<file path="config.mk">
export PLATFORM = sky130hd
export DESIGN_NAME = mmac_loader
export DESIGN_NICKNAME = d
export VERILOG_FILES = /design/src/rtl/mmac_pkg.sv /design/src/rtl/mmac_elem_buf.sv /design/src/rtl/mmac_loader.sv
export SDC_FILE = /design/constraint.sdc
export NUM_CORES = 1
export LEC_CHECK = 0
export ABC_AREA = 0
export CELL_PAD_IN_SITES_DETAIL_PLACEMENT = 1
export CELL_PAD_IN_SITES_GLOBAL_PLACEMENT = 2
export CORE_ASPECT_RATIO = 2
export CORE_MARGIN = 3
export CORE_UTILIZATION = 36
export CTS_CLUSTER_SIZE = 20
export DETAILED_ROUTE_END_ITERATION = 7
export PLACE_DENSITY_LB_ADDON = 0.1
export SYNTH_ARGS = -nofsm -noshare
export SYNTH_HDL_FRONTEND = slang
export SYNTH_HIERARCHICAL = 1
export SYNTH_SLANG_ARGS = --single-unit
export TNS_END_PERCENT = 5
</file>
<file path="constraint.sdc">
create_clock -name clk -period 6 [get_ports clk]
set_clock_uncertainty 0.2 [all_clocks]
set_input_delay 1.2 -clock clk [delete_from_list [all_inputs] [get_ports clk]]
set_output_delay 1.2 -clock clk [all_outputs]
set_load 0.01 [all_outputs]
</file>
<file path="src/rtl/mmac_pkg.sv">
// Shared types and constants for the matrix MAC operand loader.
// Element geometry defaults live here so the loader and its buffers agree on sizes.
package mmac_pkg;

  localparam int VAR_WIDTH = 8;
  localparam int M_SIZE    = 4;
  localparam int ELEM_CNT  = M_SIZE * M_SIZE;
  localparam int CNT_WIDTH = $clog2(ELEM_CNT);

  typedef enum logic [2:0] {
    IDLE,
    LOAD_A,
    LOAD_B,
    ISSUE,
    WAIT
  } loader_state_t;

  typedef logic [VAR_WIDTH-1:0] elem_t;

endpackage

</file>
<file path="src/rtl/mmac_elem_buf.sv">
// One matrix worth of element registers with a single indexed write port.
// The whole array is presented as a flat row-major vector, element k at [k*VAR_WIDTH +: VAR_WIDTH].
module mmac_elem_buf
  import mmac_pkg::*;
(
  input  logic                          clk,
  input  logic                          rst_n,
  input  logic                          wr_en,
  input  logic [CNT_WIDTH-1:0]          wr_idx,
  input  elem_t                         wr_data,
  output logic [ELEM_CNT*VAR_WIDTH-1:0] flat
);

  elem_t mem [ELEM_CNT];

  always_ff @(posedge clk or negedge rst_n) begin
    if (!rst_n) begin
      for (int i = 0; i < ELEM_CNT; i++) begin
        mem[i] <= '0;
      end
    end else if (wr_en) begin
      mem[wr_idx] <= wr_data;
    end
  end

  always_comb begin
    flat = '0;
    for (int i = 0; i < ELEM_CNT; i++) begin
      flat[i*VAR_WIDTH +: VAR_WIDTH] = mem[i];
    end
  end

endmodule

</file>
<file path="src/rtl/mmac_loader.sv">
// Streams 2*M_SIZE*M_SIZE elements into operand matrices A then B, pulses mac_start,
// and holds the operands stable until the MAC reports done.
//
// Handshake: an element transfers on a rising edge where in_valid && in_ready are both
// high; in_ready depends only on state (never on in_valid), and flush drops that element.
module mmac_loader #(
  parameter int VAR_WIDTH = mmac_pkg::VAR_WIDTH,
  parameter int M_SIZE    = mmac_pkg::M_SIZE
) (
  input  logic                              clk,
  input  logic                              rst_n,
  input  logic                              flush,
  input  logic                              in_valid,
  output logic                              in_ready,
  input  logic [VAR_WIDTH-1:0]              in_data,
  output logic [M_SIZE*M_SIZE*VAR_WIDTH-1:0] mat_a,
  output logic [M_SIZE*M_SIZE*VAR_WIDTH-1:0] mat_b,
  output logic                              mac_start,
  input  logic                              mac_done,
  output logic                              busy,
  output mmac_pkg::loader_state_t           dbg_state
);

  import mmac_pkg::*;

  localparam logic [CNT_WIDTH-1:0] LAST_IDX = CNT_WIDTH'(ELEM_CNT - 1);

  loader_state_t        state, state_nxt;
  logic [CNT_WIDTH-1:0] cnt, cnt_nxt;
  logic                 wr_a, wr_b;

  always_ff @(posedge clk or negedge rst_n) begin
    if (!rst_n) begin
      state <= IDLE;
      cnt   <= '0;
    end else begin
      state <= state_nxt;
      cnt   <= cnt_nxt;
    end
  end

  // flush overrides everything, including a same-cycle transfer.
  always_comb begin
    state_nxt = state;
    cnt_nxt   = cnt;
    wr_a      = 1'b0;
    wr_b      = 1'b0;
    if (flush) begin
      state_nxt = LOAD_A;
      cnt_nxt   = '0;
    end else begin
      case (state)
        IDLE: state_nxt = LOAD_A;
        LOAD_A: begin
          if (in_valid) begin
            wr_a    = 1'b1;
            cnt_nxt = cnt + 1'b1;
            if (cnt == LAST_IDX) begin
              state_nxt = LOAD_B;
              cnt_nxt   = '0;
            end
          end
        end
        LOAD_B: begin
          if (in_valid) begin
            wr_b    = 1'b1;
            cnt_nxt = cnt + 1'b1;
            if (cnt == LAST_IDX) begin
              state_nxt = ISSUE;
              cnt_nxt   = '0;
            end
          end
        end
        ISSUE: state_nxt = WAIT;
        WAIT: begin
          if (mac_done) begin
            state_nxt = LOAD_A;
          end
        end
        default: state_nxt = IDLE;
      endcase
    end
  end

  assign in_ready  = (state == LOAD_A) || (state == LOAD_B);
  assign mac_start = (state == ISSUE);
  assign busy      = (state == ISSUE) || (state == WAIT);
  assign dbg_state = state;

  mmac_elem_buf u_buf_a (
    .clk     (clk),
    .rst_n   (rst_n),
    .wr_en   (wr_a),
    .wr_idx  (cnt),
    .wr_data (in_data),
    .flat    (mat_a)
  );

  mmac_elem_buf u_buf_b (
    .clk     (clk),
    .rst_n   (rst_n),
    .wr_en   (wr_b),
    .wr_idx  (cnt),
    .wr_data (in_data),
    .flat    (mat_b)
  );

endmodule
</file>
# Word level (Yosys, flattened, before mapping)

Cells that the tools add are included.

Reductions and logical operators: 9
$lt $le $gt $ge: 2
Muxes and demuxes: 20
Eq/ne operators: 10
Bitwise operators: 1
Add/subtract/negate cells: 1

Operators with widths:

| cell                                                                         | count |
|---|---|
| 128-bit bitwise mux                                                          | 2 |
| 8-bit demux with 4-bit select                                                | 1 |
| 3-bit two-way mux                                                            | 6 |
| 4-bit two-way mux                                                            | 4 |
| 3-bit != test, second input constant                                         | 5 |
| 3-bit case mux with 5 select lines                                           | 1 |
| 8-bit two-way mux                                                            | 1 |
| 3-bit by 2-bit == test with 1-bit output, second input constant              | 2 |
| 5-bit greater-or-equal comparator, second input constant                     | 1 |
| 5-bit by 1-bit less-than comparator with 1-bit output, second input constant | 1 |
| 1-bit two-way mux                                                            | 5 |
| 4-bit inverter with 5-bit output                                             | 1 |
| 5-bit AND reduction                                                          | 1 |
| 4-bit by 1-bit adder with 4-bit output, second input constant                | 1 |
| 4-bit == test, second input constant                                         | 1 |
| 2-bit nonzero test                                                           | 2 |
| 3-bit by 1-bit == test with 1-bit output, second input constant              | 1 |
| 3-bit == test, second input constant                                         | 1 |
| 3-bit zero test                                                              | 1 |
| 1-bit logical OR                                                             | 2 |
| 2-bit AND reduction                                                          | 1 |
| 2-bit OR reduction                                                           | 1 |
| 1-bit logical AND                                                            | 1 |

Input bits: 13
Bits in registers: 263
Output and inout port bits: 262

# Logic depth before layout (Yosys ltp)

Depth after elaboration: 6
Depth in mapped cells: 7

# Modules after synthesis

The synthesis kept the hierarchy.

By module, submodules not included:

| module        | cells an instance | sequential area each (µm²) | area each (µm²) | instances |
|---|---|---|---|---|
| mmac_elem_buf | 293               | 3,203.1                    | 4,844.6         | 2 |
| mmac_loader   | 49                | 175.2                      | 478.0           | 1 |

# Worst setup path before layout

No wires, ideal clock.

Path type: input-to-reg
Start point: in flush
End point: reg u_buf_a.mem, in the netlist u_buf_a/flat[24]
Stages on the path: 6
Path buffers: 1
Required time: 5.675 ns
Setup time: 0.125 ns
Arrival: 2.948 ns
Setup slack: 2.727 ns
Cells stage by stage: or3b_4 nor3b_1 nor3b_1 nor2b_1 buf_2 mux2_2

Cells in the longest elaborated chain, start to end: 1

RTL lines:

| item                            | line                | source |
|---|---|---|
| from (decl)                     | mmac_loader.sv:12   | `input logic flush,` |
| 1-bit two-way mux               | mmac_loader.sv:48   | `if (flush) begin` |
| net wr_a                        | mmac_loader.sv:30   | `logic wr_a, wr_b;` |
| to (signal, indexed assignment) | mmac_elem_buf.sv:22 | `mem[wr_idx] <= wr_data;` |
| to (decl)                       | mmac_elem_buf.sv:14 | `elem_t mem [ELEM_CNT];` |

The timed path passes the listed nets, and every way through them passes these cells.
A chain may end at the register's enable or synchronous reset.

# Worst setup path after layout

Start point: in flush
End point: reg u_buf_a.mem, in the netlist u_buf_a/flat[29]

Same word-level chain as after synthesis.

==> flow_summary.ini <==
[synthesis]
synthCells = 635
synth_nets = 649
seq_area_frac_synth_pct = 64.7
synth_cell_types = 33
ys.flop_type = dfrtp_1
ys_warn_count = 6
ys_ff_latch = 263
synth_edf_count = 0
async_flop_share_pct = 100
avgSynthCellArea_um2 = 16.0
syn_area_mm2 = 0.0102

[timing]
maxSlewHeadroom_pct = 34.5
fmax_mhz = 251
setup-tns-final_ns = 0
period_share_pct = 66.5
hold_violations = 0
fin_crit_ns = 3.99
setup_viol = 0
slew_viol_final = 0
tightest_slew_ns = 0.982
rsz0062_at_grt = false

[power_and_ir_drop]
cellLeakagePower_nw = 6.54
p_clk_share_pct = 40.3
ir_drop_mv = 0.237
pwr-share-comb_pct = 9.3
p_sw_share_pct = 23.5
intPower_mw = 2.86
pwr_density_cell_mw_per_mm2 = 267
p_sw_mw = 0.879
seqPwrFrac_pct = 50.4

[worst_setup_path]
cp_slowest_cell = nor2b_1
worstPathRequired_ns = 6.20
critical-path-max-stage-delay_ns = 0.62
reg2reg_setup_slack_ns = 2.77
crit_type = primary input to register
rr_endpoint = u_buf_a/flat[29]
path_common_cell = nor3b_1
r2r_cells = 5
arrival_ns = 4.19
r2r-start = dbg_state[2]
worstSetupStartpointType = primary input
critPathCaptureType = register
worstPathCellList = clkdlybuf4s50_1 > or3b_4 > nor3b_1 > nor3b_1 > nor2b_1 > mux2_2
crit_fanout = 8

[floorplanning]
initial_core_util_pct = 36.8
die_x_um = 125
rows = 86
core_area_mm2 = 0.0277
die-area_mm2 = 0.0304
ios = 275
die_h_um = 244

[drt]
drc = 0
drt_pass1_iterations = 4
ant_nets = 0
vias = 6403
wl_per_cell_um = 24.2
via_per_inst = 5.00
drt-total-wl_um = 31000
drt_iter0_drc = 188

[global_route]
antenna_found_initial = 0
track_usage_pct = 19.8
grt_pass1_wl_um = 46100
overflow = 0
grt_start_max_net_pins = 138
grt_pass1_vias = 7243

[clock_network]
cts.sinks = 263
worstSkewPairLatency_ns = 0.52
hold_buffers = 0
clockBufferDepth = 3
post-cts-setup-buffers = 0
cts_root_buf = clkbuf_16
cts_tree = done
htreeDepth = 1
path_clk_slew_ns = 0.06
cts_resized = 0
cts_buffers = 24

[place]
placed_cells = 1237
gp_congestion = 0.743
dpl.hpwl_um = 21000
port_buffers = 274

[cells_and_area]
fin_cells = 1281
final_common_cell = clkdlybuf4s50_1
drive_gt1_share_pct = 35.1
nNetsFinal = 925
syn_to_final_growth_pct = 37.9
final_cell_mix = clkdlybuf4s50_1, dfrtp_1, mux2_2
antenna_cells = 0

[min_path]
holdPathStages = 1
min-delay-start = u_buf_a/flat[68]
hold_path_end = u_buf_a/flat[68]
hold_class = register to register

[status]
outcome = completed

[job]
maxCapViolations = 0
## flip-flops by register name (all words and copies together) (netlist names)
name	cells
u_buf_b/flat	128
cnt	4
u_buf_a/flat	128
dbg_state	3
## Yosys cell counts (2+ instances only)
cell type	n	share of area, %
a21oi_1	3	0.15
a22o_1	2	0.17
buf_2	8	0.39
buf_6	2	0.22
clkbuf_1	18	0.66
dfrtp_1	263	65
inv_1	2	0.074
mux2_2	256	28
nand2_1	8	0.30
nand2b_1	9	0.55
nand3_1	4	0.20
nand3b_1	8	0.59
nor2_1	7	0.26
nor2_2	18	1.1
nor2b_1	3	0.18
nor3b_1	3	0.22
or3_1	5	0.31
## area by class of cell
class / instances / area (um2)
fillers: 2727 / 13600
flip-flops and latches: 263 / 6580
multi-input cells: 341 / 3440
repair buffers: 279 / 2780
clock buffers: 40 / 742
well taps: 352 / 440
clock inverters: 4 / 28.8
inverters: 2 / 7.51
## worst max-delay path, delay by kind of cell
kind                   cells  cell delay (ns)
buffers and inverters      1             0.55
AND/OR/NAND/NOR            4             2.01
multiplexers               1             0.42
## routing by layer
metal	up-vias	GRT usage (%)	wire length [um]
li1	2779	-	-
met1	3398	20.1	10800
met3	38	4.06	1570
met5	-	0	0
met2	188	39.8	17900
met4	0	5.59	714
## power by group through the flow
stage          sequential, mW  combinational, mW  clock [mW]
2_1_floorplan            1.94             0.0843           0
3_3_place_gp             1.91              0.348           0
3_5_place_dp             1.92              0.357           0
4_1_cts                  1.88              0.358        1.56
5_1_grt                  1.89              0.371        1.64
6_report                 1.88              0.347        1.51
## kinds of logic (layout without fill, tap and decap cells)
| logic type | count (synthesis) | in the layout | synth area share [%] |
|---|---|---|---|
| adders and majority gates | 1 | 1 | 0.123 |
| muxes | 257 | 257 | 28.5 |
| DFF | 263 | 263 | 64.7 |
| buffers and inverters | 31 | 325 | 1.43 |
| AOI/OAI and AO/OA | 9 | 9 | 0.640 |
| and+or+nand+nor | 72 | 72 | 4.33 |
| xor gates and xnor gates | 2 | 2 | 0.246 |
## worst max path at each step
stage	start	end	slack, ns	depth (start not counted)
2_1_floorplan	flush	u_buf_a/flat[24]	2.73	6
3_3_place_gp	flush	u_buf_a/flat[24]	1.61	6
3_5_place_dp	flush	u_buf_a/flat[29]	1.50	6
4_1_cts	flush	u_buf_a/flat[29]	2.06	6
5_1_grt	flush	u_buf_a/flat[29]	1.87	6
6_report	flush	u_buf_a/flat[29]	2.01	6
## metrics by stage
| stage | hold slack [ns] | total power [mW] | utilization (%) | setup WS, ns | area [um2] |
|---|---|---|---|---|---|
| global route | 0.316 | 3.90 | 50.7 | 1.87 | 14000 |
| floorplan | 0.350 | 2.02 | - | 2.73 | 10200 |
| finish | 0.306 | 3.74 | 50.7 | 2.01 | 14000 |
| detailed placement | 0.293 | 2.27 | 47.9 | 1.50 | 13200 |
| CTS | 0.309 | 3.80 | 50.7 | 2.06 | 14000 |
| global placement | 0.287 | 2.26 | 47.9 | 1.61 | 13200 |
Power figures use the tool's default switching activity.
